$ cat src/rtl/rv_rf_wport_arb_pkg.sv
// Shared definitions for the register-file write-port arbiter: data width,
// buffered MCU result layout and stall state encoding.
`ifndef XLEN
`define XLEN 32
`endif

package rv_rf_wport_arb_pkg;

   localparam int XLEN = `XLEN;

   typedef enum logic {
      ST_NORMAL = 1'b0,
      ST_FORCE  = 1'b1
   } stall_st_e;

   typedef struct packed {
      logic [4:0]      rd;
      logic [XLEN-1:0] wd;
   } mc_res_t;

   localparam int RES_W = $bits(mc_res_t);

   // One-hot register bit; x0 never maps to a bit so it can never be pending.
   function automatic logic [31:0] reg_bit(input logic [4:0] r);
      return (r == 5'd0) ? 32'd0 : (32'd1 << r);
   endfunction

endpackage

$ cat src/rtl/rv_sync_fifo.sv
// Small synchronous FIFO with registered storage and a combinational head.
// DEPTH must be a power of two so the pointers wrap naturally.
module rv_sync_fifo #(
   parameter int WIDTH = 8,
   parameter int DEPTH = 2
) (
   input  logic             clk,
   input  logic             rst,
   input  logic             push,
   input  logic             pop,
   input  logic [WIDTH-1:0] din,
   output logic             full,
   output logic             empty,
   output logic [WIDTH-1:0] head
);

   localparam int AW = (DEPTH > 1) ? $clog2(DEPTH) : 1;

   logic [WIDTH-1:0] mem [DEPTH];
   logic [AW-1:0]    rd_ptr;
   logic [AW-1:0]    wr_ptr;
   logic [AW:0]      count;
   logic             do_push;
   logic             do_pop;

   assign full    = (count == (AW+1)'(DEPTH));
   assign empty   = (count == '0);
   assign do_push = push && !full;
   assign do_pop  = pop && !empty;
   assign head    = mem[rd_ptr];

   always_ff @(posedge clk) begin
      if (rst) begin
         rd_ptr <= '0;
         wr_ptr <= '0;
         count  <= '0;
      end else begin
         if (do_push) wr_ptr <= wr_ptr + AW'(1);
         if (do_pop)  rd_ptr <= rd_ptr + AW'(1);
         case ({do_push, do_pop})
            2'b10:   count <= count + (AW+1)'(1);
            2'b01:   count <= count - (AW+1)'(1);
            default: count <= count;
         endcase
      end
   end

   always_ff @(posedge clk) begin
      if (do_push) mem[wr_ptr] <= din;
   end

endmodule

$ cat src/rtl/rv_rf_wport_arb.sv
// Register-file write-port arbiter: WB always owns the port, MCU results
// drain from a small buffer into idle slots, with a busy scoreboard and
// a starvation-driven pipeline stall.
module rv_rf_wport_arb
   import rv_rf_wport_arb_pkg::*;
#(
   parameter int BUF_DEPTH  = 2,
   parameter int STARVE_MAX = 8
) (
   input  logic            i_clk,
   input  logic            i_rst,
   input  logic            i_wb_rf_we,
   input  logic [4:0]      i_wb_rf_wa,
   input  logic [XLEN-1:0] i_wb_rf_wd,
   input  logic            i_mc_issue,
   input  logic [4:0]      i_mc_issue_rd,
   input  logic            i_mc_valid,
   input  logic [4:0]      i_mc_rd,
   input  logic [XLEN-1:0] i_mc_wd,
   output logic            o_mc_ready,
   output logic            o_rf_we,
   output logic [4:0]      o_rf_wa,
   output logic [XLEN-1:0] o_rf_wd,
   output logic            o_mc_commit,
   output logic [31:0]     o_busy_mask,
   output logic            o_pipe_stall
);

   localparam logic [7:0] STARVE_LIM = 8'(STARVE_MAX);

   logic      wb_free;
   logic      buf_full;
   logic      buf_empty;
   logic      push;
   logic      pop;
   mc_res_t   push_res;
   mc_res_t   head;
   stall_st_e state;
   logic [7:0]  starve_cnt;
   logic [31:0] busy;

   // A WB write to x0 is architecturally a no-op, so that slot is free too.
   assign wb_free    = !i_wb_rf_we || (i_wb_rf_wa == 5'd0);
   assign o_mc_ready = !buf_full && !i_rst;
   assign pop        = wb_free && !buf_empty;
   assign push       = i_mc_valid && o_mc_ready && (i_mc_rd != 5'd0);
   assign push_res   = '{rd: i_mc_rd, wd: i_mc_wd};

   rv_sync_fifo #(
      .WIDTH (RES_W),
      .DEPTH (BUF_DEPTH)
   ) u_buf (
      .clk   (i_clk),
      .rst   (i_rst),
      .push  (push),
      .pop   (pop),
      .din   (push_res),
      .full  (buf_full),
      .empty (buf_empty),
      .head  (head)
   );

   always_comb begin
      o_rf_we     = i_wb_rf_we;
      o_rf_wa     = i_wb_rf_wa;
      o_rf_wd     = i_wb_rf_wd;
      o_mc_commit = 1'b0;
      if (pop) begin
         o_rf_we     = 1'b1;
         o_rf_wa     = head.rd;
         o_rf_wd     = head.wd;
         o_mc_commit = 1'b1;
      end
   end

   // Set is OR-ed in after the clear so a same-cycle re-issue keeps the bit.
   always_ff @(posedge i_clk) begin
      if (i_rst) begin
         busy <= '0;
      end else begin
         busy <= (busy & ~(pop ? reg_bit(head.rd) : 32'd0))
               | (i_mc_issue ? reg_bit(i_mc_issue_rd) : 32'd0);
      end
   end

   assign o_busy_mask = busy;

   always_ff @(posedge i_clk) begin
      if (i_rst) begin
         starve_cnt   <= '0;
         state        <= ST_NORMAL;
         o_pipe_stall <= 1'b0;
      end else begin
         if (buf_empty || pop)
            starve_cnt <= '0;
         else if (starve_cnt != 8'hFF)
            starve_cnt <= starve_cnt + 8'd1;

         // A commit in the threshold cycle already relieves the starvation.
         case (state)
            ST_NORMAL: if (starve_cnt == STARVE_LIM && !pop) begin
               state        <= ST_FORCE;
               o_pipe_stall <= 1'b1;
            end
            ST_FORCE: if (pop) begin
               state        <= ST_NORMAL;
               o_pipe_stall <= 1'b0;
            end
            default: begin
               state        <= ST_NORMAL;
               o_pipe_stall <= 1'b0;
            end
         endcase
      end
   end

endmodule
$ cat config.mk
export PLATFORM = sky130hd
export DESIGN_NAME = rv_rf_wport_arb
export DESIGN_NICKNAME = d
export VERILOG_FILES = /design/src/rtl/rv_rf_wport_arb_pkg.sv /design/src/rtl/rv_sync_fifo.sv /design/src/rtl/rv_rf_wport_arb.sv
export SDC_FILE = /design/constraint.sdc
export NUM_CORES = 1
export LEC_CHECK = 0
export ABC_AREA = 0
export CAP_MARGIN = 40
export CORE_MARGIN = 2
export CORE_UTILIZATION = 52
export CTS_BUF_LIST = sky130_fd_sc_hd__clkbuf_4 sky130_fd_sc_hd__clkbuf_8 sky130_fd_sc_hd__clkbuf_16
export CTS_CLUSTER_DIAMETER = 100
export CTS_CLUSTER_SIZE = 28
export DETAILED_ROUTE_END_ITERATION = 8
export PLACE_DENSITY = 0.95
export SLEW_MARGIN = 20
export SYNTH_ARGS = -nofsm -noshare
export SYNTH_HDL_FRONTEND = slang
export SYNTH_HIERARCHICAL = 1
export SYNTH_SLANG_ARGS = --single-unit
$ cat constraint.sdc
create_clock -name i_clk -period 5.55 [get_ports i_clk]
set_input_delay 1.665 -clock i_clk [delete_from_list [all_inputs] [get_ports i_clk]]
set_output_delay 1.665 -clock i_clk [all_outputs]
set_load 0.01 [all_outputs]
==> results by group <==
Cells and area
  – Commonest cells after routing, fill and taps aside: 156 x clkdlybuf4s50_1, 74 x edfxtp_1, 46 x dfxtp_1
  – Layout fillers: approximately 630
  – Layout Nets: 680
  – Layout cells sized above 1: 0.196
  – Layout Utilization: 0.768
  – Most common cell after layout, fill and taps aside: clkdlybuf4s50_1
  – N_diodes: 0
  – Layout area overhead: 42.8%
  – Final instance area: 7960 um2

Floorplan
  – Core area: 10,400 um2
  – Die width: about 110 um
  – I/O pin count: 157
  – Initial Utilization: 0.538
  – Cell Rows: 37
  – Die ar.: 11,600 um2
  – DIE HEIGHT: 108 um

STA
  – Final count of pins violating max slew: 0
  – Worst slew margin: 0.405
  – Final hold violation count: 0
  – Hold Slack: 0.477 ns
  – Final Skew: 0.00911 ns
  – Final setup vio count: 0
  – RSZ-0062 raised after global routing: no
  – Worst-Margin Slew: 0.890 ns
  – Fin crit share: 0.987
  – Post-Route Setup TNS: 0 ns
  – F_max: between 150 and 200 MHz
  – Fin crit period: 5.48 ns

GRT
  – Grt ovf: 0
  – Vias in the first global route: 4,348
  – First-pass GRT wire length: 22,600 um
  – Initial antenna violation count: 0
  – GRT Overall Usage: 0.256
  – Pin count of the biggest net entering global routing: 42

Clocking
  – Clk sinks: around 120
  – CTS tree: built
  – Clock transition at path regs: 0.05 ns
  – H-Tree Depth: 4
  – Root Buffer: clkbuf_8
  – CTS-repair resized insts: 0
  – Clock tree buffer depth: 2
  – Post-CTS Hold Buffers: 0
  – CTS buffer count: 17
  – Clk Latency, worst-skew pair: 0.51 ns
  – # Post-CTS Setup Buffers: 0

Power
  – Flop pwr share: 0.404
  – P per Cell Area: 310 nW/um2
  – Logic pwr share: 0.142
  – Switching pwr: 0.539 mW
  – Int Power: 1.93 mW
  – Clock power frac: 0.454
  – P_leak: between 2 and 3 nW
  – Worst vdd ir: 0.188 mV
  – Total chip power: 2.47 mW
  – Sw Share: 0.218

Yosys
  – Post-Syn Area per Cell: around 13 um2
  – Mapped Nets: 517
  – Synth area leaders: edfxtp_1 40%, dfxtp_1 17%, mux2_4 7.8%, mux2_2 5.7%, a311oi_1 5.0%
  – Area share of the largest cell type after synthesis: 0.399
  – Yosys reg bits: 121
  – Yosys warnings: 6
  – Register area share after synthesis: 0.567
  – Post-synth top area cell: edfxtp_1
  – Post-Synthesis Cells: 430
  – Post-synthesis cell type count: 47
  – Post-Syn Area: 5570 um2

Placed design
  – Dpl hpwl: 10,000 um
  – Gpl congestion: 0.857
  – Area after DPL: 7300 um2
  – IO Port Bufs: 156

Drt
  – Vias post-DR: about 4,400
  – Residual DRC: 0
  – 1st-pass router iterations: 5
  – Iter 0 DRT Violations: 269
  – Routed Antenna Nets: 0
  – Routed WL: 14,600 um
  – Vias/cell: 5.92
  – WL per Instance: 19.6 um

Worst hold path
  – Critical hold path startpoint: o_busy_mask[0]
  – Hold Crit Class: reg -> reg
  – WHS Endpoint: o_busy_mask[0]
  – Hold Crit Depth: 1

Critical path
  – R2R Path Start: u_buf/count[0]
  – Worst Path Class, Setup: in -> out
  – Path depth of the worst reg2reg path: 8
  – Crit path capture type: output pin
  – Element type at the critical path start: input pin
  – CP max FO: 33
  – R2R setup slack: 3.13 ns
  – Worst r2r dst: u_buf/count[1]
  – Crit path DAT: 3.82 ns
  – Critical path required time: a little under 4 ns

Status
  – Status: completed

Run
  – Max_cap viols: 0
state kept, by name (all words and copies together) (netlist names), named ones only:
register,count
o_busy_mask,32
o_pipe_stall,1
starve_cnt,8
state,1
u_buf/count,2
u_buf/mem,74
u_buf/rd_ptr,1
u_buf/wr_ptr,1
critical path, stage by stage:
cell and delay (ns):
clkdlybuf4s50_1 0.45, or3_4 0.41, o21a_2 0.26, buf_12 0.19, mux2_4 0.32, clkdlybuf4s50_1 0.49
routing by layer:
metal | share of wire | GRT usage | vias to the layer above
met2 | 0.50 | 0.444 | 252
met4 | 0.020 | 0.0852 | 0
met1 | 0.40 | 0.311 | 2101
met3 | 0.075 | 0.0642 | 36
li1 | - | - | 2005
met5 | 0 | 0 | -
final cells by class:
type | count | area, um2 | area share
inverter | 9 | 33.8 | 0.00424
clock inverter | 5 | 36.3 | 0.00456
multi-input combinational | 271 | 2230 | 0.280
clock buffer | 27 | 607 | 0.0762
tap | 136 | 170 | 0.0214
timing repair buffer | 173 | 1720 | 0.216
sequential | 121 | 3160 | 0.397
synthesized netlist by cell type, drive strengths merged:
cell type,count
o32ai,4
nor4bb,4
nand4,2
o31ai,2
nand3,3
nor3,7
nand2,36
a31oi,3
xnor2,2
o21ai,4
or2,1
ha,3
or4,2
or3,4
dfxtp,47
nor4b,3
a311oi,32
a211oi,3
o21a,2
mux2,73
and2,4
o221ai,1
clkbuf,17
nor2b,5
or4b,3
a21oi,38
and3b,2
nor2,10
nor3b,4
nand4bb,1
and4,2
inv,9
and3,5
and4b,3
buf,12
nand2b,2
edfxtp,74
xor2,1
power groups by stage:
stage	Clock (mW)	Combinational [mW]	Sequential (mW)
after floorplan	0	0.176	1.01
after global placement	0	0.326	1.02
after detailed placement	0	0.346	1.02
after CTS	1.14	0.350	0.997
after global routing	1.18	0.372	1.00
final	1.12	0.351	0.997
logic make-up after synthesis:
kind of cell,count (synthesis),synth area share
buffers and inverters,38,0.0332
AOI/OAI and AO/OA,89,0.114
adders and majority gates,3,0.00673
DFF,121,0.567
and+or+nand+nor,103,0.107
muxes,73,0.167
xor gates and xnor gates,3,0.00471
metrics by stage:
step / instances / setup slack (ns)
floorplan: 430 / 1.03
global placement: 701 / 0.128
detailed placement: 707 / 0.0662
CTS: 739 / 0.0697
global route: 742 / 0.0117
finish: 742 / 0.0700
worst max-delay path by stage:
stage	from	to	slack, ns
final	i_wb_rf_wa[0]	o_rf_wd[28]	0.07
after CTS	i_wb_rf_wa[0]	o_rf_wd[28]	0.07
after detailed placement	i_wb_rf_wa[0]	o_rf_wd[28]	0.07
after global routing	i_wb_rf_wa[0]	o_rf_wd[14]	0.01
after global placement	i_wb_rf_wa[0]	o_rf_wd[6]	0.13
after floorplan	i_wb_rf_wa[0]	o_rf_wa[0]	1.03
Note: power is estimated with default switching activity, not from simulation.
